<file path="config.mk">
export PLATFORM = sky130hd
export DESIGN_NAME = strobe_fifo
export DESIGN_NICKNAME = d
export VERILOG_FILES = /design/src/rtl/fifo_ram.sv /design/src/rtl/strobe_fifo.sv
export SDC_FILE = /design/constraint.sdc
export NUM_CORES = 1
export LEC_CHECK = 0
export BUFFER_PORTS_ARGS = -buffer_cell sky130_fd_sc_hd__buf_2
export CAP_MARGIN = 20
export CORE_MARGIN = 1
export CORE_UTILIZATION = 45
export CTS_CLUSTER_SIZE = 20
export DETAILED_ROUTE_END_ITERATION = 8
export GPL_TIMING_DRIVEN = 0
export PLACE_DENSITY_LB_ADDON = 0.05
export RECOVER_POWER = 50
export SETUP_SLACK_MARGIN = 0.3
export SLEW_MARGIN = 25
export SYNTH_ARGS = -nofsm -noshare
export SYNTH_HDL_FRONTEND = slang
export SYNTH_SLANG_ARGS = --single-unit
</file>
<file path="constraint.sdc">
create_clock -name clk -period 7.9 [get_ports clk]
set_clock_uncertainty 0.05 [all_clocks]
set_input_delay 1.58 -clock clk [delete_from_list [all_inputs] [get_ports clk]]
set_output_delay 1.58 -clock clk [all_outputs]
set_load 0.05 [all_outputs]
</file>
<file path="src/rtl/fifo_ram.sv">
// Register-array storage for strobe_fifo. It has one synchronous write port
// and one asynchronous read port. The array has no reset; its contents only
// matter once the control logic marks them valid.
module fifo_ram #(
  parameter int WIDTH      = 8,
  parameter int DEPTH_LOG2 = 4
) (
  input  logic                  clk,
  input  logic                  we,
  input  logic [DEPTH_LOG2-1:0] waddr,
  input  logic [WIDTH-1:0]      wdata,
  input  logic [DEPTH_LOG2-1:0] raddr,
  output logic [WIDTH-1:0]      rdata
);

  localparam int DEPTH = 2 ** DEPTH_LOG2;

  logic [WIDTH-1:0] mem [DEPTH];

  // write port: one word per cycle, no reset
  always_ff @(posedge clk) begin
    if (we) mem[waddr] <= wdata;
  end

  // read port is combinational so the head falls through in the cycle after a push
  assign rdata = mem[raddr];

endmodule

</file>
<file path="src/rtl/strobe_fifo.sv">
// Destination-side queue for synchronised strobe pulses. The head entry is
// presented first-word-fall-through on a valid/ready interface. The block also
// provides an occupancy count, a full flag and a sticky overflow flag.
module strobe_fifo #(
  parameter int WIDTH      = 8,
  parameter int DEPTH_LOG2 = 4
) (
  input  logic                  clk,
  input  logic                  reset_n,
  input  logic                  strobe_in,
  input  logic [WIDTH-1:0]      data_in,
  output logic [WIDTH-1:0]      data_out,
  output logic                  data_valid,
  input  logic                  data_ready,
  output logic [DEPTH_LOG2:0]   count,
  output logic                  full,
  output logic                  overflow,
  input  logic                  clear_overflow
);

  localparam int                CW        = DEPTH_LOG2 + 1;
  localparam int                DEPTH     = 2 ** DEPTH_LOG2;
  localparam logic [CW-1:0]     DEPTH_CNT = CW'(DEPTH);

  logic [DEPTH_LOG2-1:0] wr_ptr;
  logic [DEPTH_LOG2-1:0] rd_ptr;
  logic [WIDTH-1:0]      head;
  logic                  push;
  logic                  pop;

  // full is judged before any same-cycle pop, so a strobe into a full queue
  // is always dropped, even when the head leaves in that cycle
  assign full       = (count == DEPTH_CNT);
  assign data_valid = (count != '0);
  assign push       = strobe_in & ~full;
  assign pop        = data_valid & data_ready;

  fifo_ram #(
    .WIDTH      (WIDTH),
    .DEPTH_LOG2 (DEPTH_LOG2)
  ) u_ram (
    .clk   (clk),
    .we    (push & reset_n),
    .waddr (wr_ptr),
    .wdata (data_in),
    .raddr (rd_ptr),
    .rdata (head)
  );

  // stale memory never leaks out while empty
  assign data_out = data_valid ? head : '0;

  // pointers wrap naturally at DEPTH; reset discards any queued words
  always_ff @(posedge clk) begin
    if (!reset_n) begin
      wr_ptr <= '0;
      rd_ptr <= '0;
    end else begin
      if (push) wr_ptr <= wr_ptr + 1'b1;
      if (pop)  rd_ptr <= rd_ptr + 1'b1;
    end
  end

  // occupancy: a simultaneous push and pop leave it unchanged
  always_ff @(posedge clk) begin
    if (!reset_n) begin
      count <= '0;
    end else if (push && !pop) begin
      count <= count + 1'b1;
    end else if (pop && !push) begin
      count <= count - 1'b1;
    end
  end

  // sticky overflow: if a set and a clear occur in the same cycle, the set wins
  always_ff @(posedge clk) begin
    if (!reset_n) begin
      overflow <= 1'b0;
    end else if (strobe_in && full) begin
      overflow <= 1'b1;
    end else if (clear_overflow) begin
      overflow <= 1'b0;
    end
  end

endmodule

</file>
Word level (Yosys, flattened, before mapping)

Memory sizes are Yosys's and may differ from the RTL's. A register that Yosys moved wholly into a read port is not among the register bits.
Index checks and enable logic that the tools add are counted.

Input port bits: 13
Bits in writable memories: 128
Memories kept: 1
Output and inout bits: 16
Word-level logic and storage cells: 31
Flip-flop bits (word level): 14

Memory list:

| memory    | depth | bits a word | read ports | clocked after Yosys merged registers in | write ports | RTL line       | source |
|---|---|---|---|---|---|---|---|
| u_ram.mem | 16    | 8           | 1          | 1                                       | 1           | fifo_ram.sv:18 | `logic [WIDTH-1:0] mem [DEPTH];` |

Equal/unequal tests: 1
Add/subtract/negate cells: 4
Reductions and logical operators: 8
Bitwise operators: 4
Mux-type cells: 9

Operators by type and width:

| cell                                             | number |
|---|---|
| 2-to-1 mux 5 bit                                 | 2 |
| adder 4 x 1 -> 4 bit, second input constant      | 2 |
| 2-to-1 mux 4 bit                                 | 2 |
| 2-to-1 mux 8 bit                                 | 1 |
| adder 5 x 1 -> 5 bit, second input constant      | 1 |
| equality test 5 bit, second input constant       | 1 |
| nonzero test 5 bit                               | 1 |
| subtractor 5 x 1 -> 5 bit, second input constant | 1 |
| 2-to-1 mux 1 bit                                 | 4 |
| nonzero test 2 bit                               | 2 |
| AND 1 bit                                        | 3 |
| logical AND 1 bit                                | 3 |
| zero test 1 bit                                  | 2 |
| NOT 1 bit                                        | 1 |

Depth between registers and ports, before layout

Gate-level depths: netlist of run 1.

Depth after elaboration: 7
Depth in mapped cells: 11
Gate-level depth less buffers: 9

By module

A second synthesis of run 1 with hierarchy kept.

Cell total of the unflattened synthesis: 310
Area, all modules: 5825.6 sq um

Modules (own cells, without submodules):

| module      | instances | area each (sq um) | seq. area each (sq um) | cells each |
|---|---|---|---|---|
| fifo_ram    | 1         | 4987.3            | 3843.7                 | 221 |
| strobe_fifo | 1         | 838.3             | 280.3                  | 89 |

Worst setup path after synthesis of run 1

OpenSTA, ideal clock, no wires.

Path type: reg2out
Start point: register (tool-made name)
End point: output port data_out[5]
Stages on the path, launching flop included: 7
Arrival: 2.332 ns
Path slack: 3.938 ns
Required time: 6.270 ns
Path buffers: 3
Cells stage by stage: dfxtp_1 buf_2 buf_4 buf_2 mux4_2 mux2i_1 a211oi_1

RTL lines:

| element          | RTL line          | source |
|---|---|---|
| end: declaration | strobe_fifo.sv:12 | `output logic [WIDTH-1:0] data_out,` |

==> results of run 1 <==
-- power by group through the flow --
stage / clock network, mW / logic (mW) / registers, mW
6_report: 0.680 / 0.711 / 0.900
5_1_grt: 0.724 / 0.772 / 0.905
4_1_cts: 0.693 / 0.729 / 0.900
3_5_place_dp: 0 / 0.728 / 0.916
3_3_place_gp: 0 / 0.725 / 0.914
2_1_floorplan: 0 / 0.519 / 0.954
-- tightest hold or removal path, stage by stage (launching register included) --
cell	delay, ns
dfxtp_1	0.32
nand2_1	0.07
mux2i_1	0.06
-- area by class of cell --
cell class	instances	area (um^2)
timing repair buffer	28	126
clock inverter	1	3.75
tap	172	215
buffer	18	98.8
clock buffer	31	488
sequential	146	4200
inverter	7	26.3
fill	1089	5970
multi-input combinational	153	1590
-- worst paths after layout --
path | to | slack [ns] | cells past startpoint
worst max-delay path | data_out[3] | 3.75 | 7
worst min-delay path | wr_ptr[3] | 0.45 | 2
worst max register to register | count[4] | 4.94 | 10
worst min register to register | wr_ptr[3] | 0.45 | 2
-- layout by cell type (no fill, tap or decap), types with 2 or more instances in the layout --
cell | synthesis | layout
a211oi_1 | 16 | 16
a21oi_1 | 3 | 3
and2_0 | 0 | 6
and2_1 | 8 | 2
buf_2 | 7 | 24
buf_4 | 2 | 2
buf_6 | 2 | 2
clkbuf_1 | 7 | 31
clkbuf_16 | 0 | 17
dfxtp_1 | 18 | 18
edfxtp_1 | 128 | 128
ha_1 | 9 | 9
inv_1 | 7 | 7
mux2i_1 | 13 | 13
mux4_2 | 32 | 32
nand2_1 | 8 | 8
nand2b_1 | 2 | 2
nand3_1 | 4 | 4
nor2_1 | 21 | 21
nor2b_1 | 12 | 12
o21a_1 | 3 | 3
o21ai_0 | 2 | 2
or2_2 | 2 | 2
xnor2_1 | 5 | 5
-- per-layer routing --
layer	vias to the layer above	wire length (um)
li1	1369	-
met1	1514	4980
met2	67	5780
met3	15	455
met4	0	193
met5	-	0
-- synth_stat cells (2+ instances only) --
cell type / instances
nand3_1: 4
nor2_1: 21
clkbuf_1: 7
dfxtp_1: 18
xnor2_1: 5
buf_4: 2
a211oi_1: 16
edfxtp_1: 128
mux2i_1: 13
buf_6: 2
nor2b_1: 12
buf_2: 7
o21a_1: 3
a21oi_1: 3
o21ai_0: 2
nand2b_1: 2
inv_1: 7
and2_1: 8
ha_1: 9
mux4_2: 32
or2_2: 2
nand2_1: 8
-- registers in the layout, summed over array words and instances (netlist names), named ones only --
name / flops
count: 5
wr_ptr: 4
overflow: 1
rd_ptr: 4
u_ram.mem: 128
-- through the flow --
step	worst slack, ns	area [um^2]	instances
2_1_floorplan	3.94	5920	324
3_3_place_gp	4.12	6270	524
3_5_place_dp	4.11	6270	524
4_1_cts	3.67	6760	556
5_1_grt	3.53	6750	556
6_report	3.75	6750	556
-- kinds of logic after synthesis --
kind of cell | Yosys count | synth area share
flops | 146 | 0.711
simple gates | 64 | 0.0558
mux | 45 | 0.144
compound gates | 28 | 0.0374
buf+inv | 25 | 0.0211
fa+ha+maj | 10 | 0.0224
xor+xnor | 6 | 0.00888
==> results.toml, run 1 <==
[route]
drcViolationCount = 0
ant_nets = 0
viasPerCell = 5.33
routedWlPerCell_um = 20.5
first_iter_violations = 200
wl_mm = 11.4
dr_total_vias = 2965
first_pass_iters = 4

[global_route]
grtUsageMet2 = 0.305
grt_max_degree = 17
grt_use_met1 = 0.245
grt.overflow.total = 0
grt_pass1_vias = 3058
grtUsageMet3 = 0.0431
grt.busiest_layer = "met2"
antenna_found_initial = 0
grt_pass1_wl_mm = 17.6
grt_usage = 0.189

[placement]
gp_congestion = 0.679
dp_hpwl_mm = 7.49
portBuffers = 28

[synth]
synth.distinct_cells = 35
synth_enable_flop_cells = 128
synth_flop_cell = "edfxtp_1"
synth_cells = 324
syn_area_per_cell_um2 = 18.3
yosys.area.top_type = "edfxtp_1"
yosysWarningCount = 0
netlist.area_leader.share = 0.650
synth_seq_cells = 146
syn-num-nets = 347
synth_area_mm2 = 0.00592
yosysSeqAreaShare = 0.711
async_reset_ff_frac = 0
synthTopCellsByArea = "edfxtp_1, mux4_2, dfxtp_1"

[power_and_ir_drop]
power_switching_uw = 758
p_leak_nw = 2.17
irDropWorstVdd_mv = 0.220
intPower_mw = 1.53
power_density_mw_per_mm2 = 340
swShare = 0.331
p_total_mw = 2.29
power.clock.fraction = 0.297
pwr-share-seq = 0.393
power_frac_comb = 0.310

[worst_setup_path]
path_cells = "clkbuf_1 > buf_2 > mux4_2 > nor2b_1 > a211oi_1 > a211oi_1 > buf_2"
r2r-start = "count[0]"
cp_slowest_cell = "buf_2"
end_kind = "primary output"
startpoint_type = "flip-flop"
arrival_ns = 2.52
max_stage_delay_ns = 0.38
worst-setup-path-type = "flip-flop to primary output"
crit_family = "buffers and inverters"
path_buf_inv = 3
worstPathMaxFanout = 10
cp.required_ns = 6.27

[clock_tree]
clock_latency_ns = 0.41
clkSinkCount = 146
cts-root-buf = "clkbuf_16"
ctsResizeCount = 0
tritoncts = "built"
clk_pin_slew_ns = 0.05
cts_buffer_depth = 2
hold_buffers = 0
cts_setup_buffers = 0
htreeDepth = 4
cts_buffers = 17

[final_layout]
final_util = 0.531
final_layout_size_suffix_gt1_frac = 0.221
areaGrowthSynthToFinish_pct = 14.1
diodes = 0
final_net_count = 394

[floorplan]
rows = 41
coreArea_mm2 = 0.0127
io_pins = 29
dieWidth_um = 117
die-height_um = 117
dieArea_mm2 = 0.0136
start_util = 0.465

[timing]
whs_ns = 0.453
timing.final.crit_period_ns = 4.15
worst_pin_slew_ns = 1.04
fin_crit_sh = 0.526
fmax_mhz = 241
slew_violations = 0
relSlewSlack = 0.301
finalSetupViolations = 0
rsz0062_at_grt = "no"
fin_tns_setup_ns = 0
finalHoldViolations = 0

[min_path]
min_path_type = "flip-flop to flip-flop"
min-delay-start = "wr_ptr[3]"

[flow_run]
max_cap_violations = 0

[status]
status = "finished, final reports clean"
Note: power is estimated with default switching activity, not from simulation.
==> inputs of run 2 (changes only) <==
- clock period: 7.9 -> 4.3 ns (I/O delays scaled with it)
==> run 2 against run 1 <==
Against the previous run: cell count unchanged; largest power group unchanged; clock power increased by 84%; first-iteration DRC count increased by 4.5%; critical endpoint is now count[3]; critical path depth increased by 3; clock-buffer cell count unchanged; via count decreased by 0.24%; flip-flop and latch count unchanged.
==> results.toml, run 2 (same netlist as run 1, synthesis figures left out) <==
[min_path]
min_path_type = "flip-flop to flip-flop"
min-delay-start = "wr_ptr[3]"

[power_and_ir_drop]
p_leak_nw = 2.15
power_density_mw_per_mm2 = 622
irDropWorstVdd_mv = 0.387

[clock_tree]
cts_buffers = 17
htreeDepth = 4
cts_buffer_depth = 2
clock_latency_ns = 0.41
ctsResizeCount = 0
clk_pin_slew_ns = 0.05
cts-root-buf = "clkbuf_16"
tritoncts = "built"
cts_setup_buffers = 0
clkSinkCount = 146
hold_buffers = 0

[flow_run]
max_cap_violations = 0

[floorplan]
dieArea_mm2 = 0.0136
dieWidth_um = 117
io_pins = 29
coreArea_mm2 = 0.0127
start_util = 0.465
rows = 41
die-height_um = 117

[global_route]
grt.overflow.total = 0
grt_max_degree = 17
grt_pass1_wl_mm = 17.6
grt_pass1_vias = 3058
grt_usage = 0.189
antenna_found_initial = 0

[placement]
gp_congestion = 0.679
portBuffers = 28
dp_hpwl_mm = 7.49

[route]
drcViolationCount = 0
viasPerCell = 5.32
first_pass_iters = 4
first_iter_violations = 209
ant_nets = 0
wl_mm = 11.4
routedWlPerCell_um = 20.5
dr_total_vias = 2958

[timing]
timing.final.crit_period_ns = 3.49
worst_pin_slew_ns = 1.05
rsz0062_at_grt = "no"
finalSetupViolations = 0
finalHoldViolations = 0
fmax_mhz = 287
slew_violations = 0
fin_crit_sh = 0.812
relSlewSlack = 0.297
fin_tns_setup_ns = 0

[worst_setup_path]
path_cells = "or4_1 > clkbuf_1 > o21ai_0 > ha_1 > inv_1 > ha_1 > a21o_2 > a21oi_1 > or4b_2 > nand3_1"
path_buf_inv = 2
cpMostUsedCell = "ha_1"
crit_start = "count[0]"
arrival_ns = 3.79
worstPathMaxFanout = 6
cp.required_ns = 4.60
end_kind = "flip-flop"
cp_slowest_cell = "o21ai_0"
max_stage_delay_ns = 0.68
worst-setup-path-type = "flip-flop to flip-flop"
r2r-start = "count[0]"
crit_family = "simple AND/OR/NAND/NOR gates"
startpoint_type = "flip-flop"

[final_layout]
final_cell_mix = "edfxtp_1, clkbuf_1, mux4_2, buf_2, nor2_1"
max_flop_register = "u_ram.mem"
layout_commonest_cell = "edfxtp_1"
top_regs = "u_ram.mem x128, count x5"
regArea_mm2 = 0.00420
final_util = 0.527
areaGrowthSynthToFinish_pct = 13.4
largest_reg_flops = 128
final_net_count = 394
diodes = 0
multi_input_area_mm2 = 0.00156
final_layout_size_suffix_gt1_frac = 0.208
fillers = 1095

[status]
status = "finished, final reports clean"
[run 2: power breakdown]
group | internal [mW] | switching [mW]
Sequential | 1.61 | 0.0448
Combinational | 0.437 | 0.833
Clock | 0.751 | 0.498
[run 2: cell type report]
type	instances	area share
buffer	18	0.0125
clock buffer	31	0.0727
clock inverter	1	0.000559
inverter	7	0.00392
multi-input combinational	153	0.233
sequential	146	0.627
tap	172	0.0321
timing repair buffer	28	0.0186
[run 2: per-stage QoR]
step	total power, mW	instances	setup WS, ns	hold WS, ns	area, um^2
global placement	3.01	524	1.24	0.445	6270
detailed placement	3.02	524	1.23	0.452	6270
finish	4.17	556	0.810	0.453	6710
CTS	4.27	556	0.790	0.458	6760
global route	4.37	556	0.643	0.490	6710
floorplan	2.71	324	1.06	0.418	5920
[run 2: worst reg2reg max path, stage by stage, from the launching register on]
cell and delay [ns]:
dfxtp_1 0.35, or4_1 0.56, clkbuf_1 0.18, o21ai_0 0.68, ha_1 0.35, inv_1 0.11, ha_1 0.28, a21o_2 0.12
a21oi_1 0.07, or4b_2 0.60, nand3_1 0.08
[run 2: path summary, 6_finish.rpt]
| check | end | slack, ns | cells past startpoint |
|---|---|---|---|
| setup / recovery | count[3] | 0.81 | 10 |
| hold / removal | wr_ptr[3] | 0.45 | 2 |
| setup reg to reg | count[3] | 0.81 | 10 |
| hold reg to reg | wr_ptr[3] | 0.45 | 2 |
[run 2: metal layers]
metal | global-route usage | wire [um]
met2 | 0.305 | 5770
met5 | 0 | 0
met3 | 0.0431 | 518
met4 | 0.0886 | 195
met1 | 0.245 | 4920
==> inputs of run 3 (changes only) <==
- clock period: 4.3 -> 3 ns (I/O delays scaled with it)
==> run 3 against run 2 <==
Against the previous run: cell area grew 8.3%; total power grew 63%; critical path depth shrank 3; register-to-register slack lost 0.54 ns; combinational power grew 110%; sequential power grew 44%; flip-flop and latch count is the same.
==> results.toml, run 3 (same netlist as run 1, synthesis figures left out) <==
[global_route]
grt_pass1_wl_mm = 18.0
grt_pass1_vias = 3190
grt.overflow.total = 0
grt_usage = 0.194
grt_max_degree = 17
antenna_found_initial = 0

[status]
status = "finished, final reports clean"

[final_layout]
top_regs = "u_ram.mem x128, count x5"
max_flop_register = "u_ram.mem"
areaGrowthSynthToFinish_pct = 22.8
final_layout_size_suffix_gt1_frac = 0.357
diodes = 0
largest_reg_flops = 128
final_cell_mix = "edfxtp_1, mux4_2, clkbuf_1, nor2_1, clkbuf_16"
layout_commonest_cell = "edfxtp_1"
final_net_count = 411

[route]
first_iter_violations = 210
wl_mm = 11.8
routedWlPerCell_um = 20.5
first_pass_iters = 4
ant_nets = 0
viasPerCell = 5.32
dr_total_vias = 3049
drcViolationCount = 0

[floorplan]
die-height_um = 117
dieArea_mm2 = 0.0136
dieWidth_um = 117
io_pins = 29
rows = 41
start_util = 0.465
coreArea_mm2 = 0.0127

[worst_setup_path]
reg2reg_setup_slack_ns = 0.27
worstPathMaxFanout = 5
arrival_ns = 2.16
r2r-start = "count[1]"
path_buf_inv = 4
max_stage_delay_ns = 0.52
path_cells = "buf_8 > buf_12 > buf_16 > mux4_2 > a211oi_4 > a211oi_2 > buf_6"
regToRegEndpoint = "count[4]"
startpoint_type = "flip-flop"
crit_family = "buffers and inverters"
worst-setup-path-type = "flip-flop to primary output"
worst_r2r_path_depth = 10
cp_slowest_cell = "mux4_2"
cp.required_ns = 2.35
end_kind = "primary output"

[clock_tree]
clkSinkCount = 146
cts_buffers = 17
hold_buffers = 0
cts-root-buf = "clkbuf_16"
clk_pin_slew_ns = 0.06
cts_buffer_depth = 2
clock_latency_ns = 0.42
htreeDepth = 4
tritoncts = "built"

[timing]
fin_ws_ns = 0.192
finalHoldViolations = 0
whs_ns = 0.423
fin_crit_sh = 0.936
worst_pin_slew_ns = 0.942
fin_tns_setup_ns = 0
finalSetupViolations = 0
relSlewSlack = 0.369
slew_violations = 0
timing.final.crit_period_ns = 2.81
fmax_mhz = 356
rsz0062_at_grt = "yes"

[power_and_ir_drop]
p_leak_nw = 2.38
p_total_mw = 6.81
power_density_mw_per_mm2 = 936
irDropWorstVdd_mv = 0.854

[min_path]
min-delay-start = "strobe_in"
min_path_type = "primary input to flip-flop"
worst_hold_path.endpoint = "overflow"
hold_depth = 3

[placement]
gp_congestion = 0.724
dp_hpwl_mm = 7.60
portBuffers = 28
post-place-ws_ns = 0.175

[flow_run]
max_cap_violations = 0
[run 3: worst max path at each step]
stage                     startpoint          endpoint  slack [ns]  depth (start not counted)
after floorplan             count[1]          count[4]        0.34                         10
after global placement     flip-flop       data_out[4]        0.16                          7
after detailed placement   flip-flop       data_out[3]        0.18                          7
after CTS                  flip-flop       data_out[1]        0.18                          7
after global routing        count[2]  u_ram.mem[12][5]        0.09                          7
final                      flip-flop       data_out[2]        0.19                          7
[run 3: per-layer routing]
metal  vias to the layer above  track usage  routed length (um)
li1                       1403            -                   -
met1                      1576        0.248                5420
met2                        56        0.310                5740
met3                        14       0.0592                 400
met4                         0       0.0785                 191
met5                         -            0                   0
[run 3: report_power, final]
group / switching [mW] / total, mW / internal (mW)
Combinational: 1.43 / 2.63 / 1.20
Sequential: 0.0730 / 2.38 / 2.31
Clock: 0.754 / 1.79 / 1.04
Total: 2.26 / 6.81 / 4.55
[run 3: area by class of cell]
type	instances	area, um^2
Fill cell	1046	5450
Sequential cell	146	4210
Multi-Input combinational cell	153	1770
Clock buffer	23	448
Timing Repair Buffer	45	379
Tap cell	172	215
Buffer	18	181
Clock inverter	9	41.3
Inverter	7	26.3
[run 3: repair_timing]
| action | 4_1_cts | 5_1_grt |
|---|---|---|
| pin swaps | 15 | 15 |
| setup endpoints to repair | 11 | 11 |
| gates cloned | 1 | 1 |
| setup buffers | 9 | 6 |
| gates resized for setup | 63 | 14 |
[run 3: worst register-to-register path: stages (launching register included)]
cell and delay [ns]:
dfxtp_4 0.35, or4_4 0.50, clkbuf_1 0.19, o21a_1 0.22, buf_6 0.12, ha_4 0.17
fa_2 0.34, nand2b_4 0.15, a21oi_2 0.13, mux2i_1 0.25, mux2i_1 0.20
[run 3: metrics by stage]
stage           util  instances  instance area [um^2]
3_3_place_gp   0.499        524                  6350
3_5_place_dp   0.499        524                  6350
6_report       0.571        573                  7270
4_1_cts        0.563        566                  7170
2_1_floorplan      -        324                  5990
5_1_grt        0.571        573                  7270
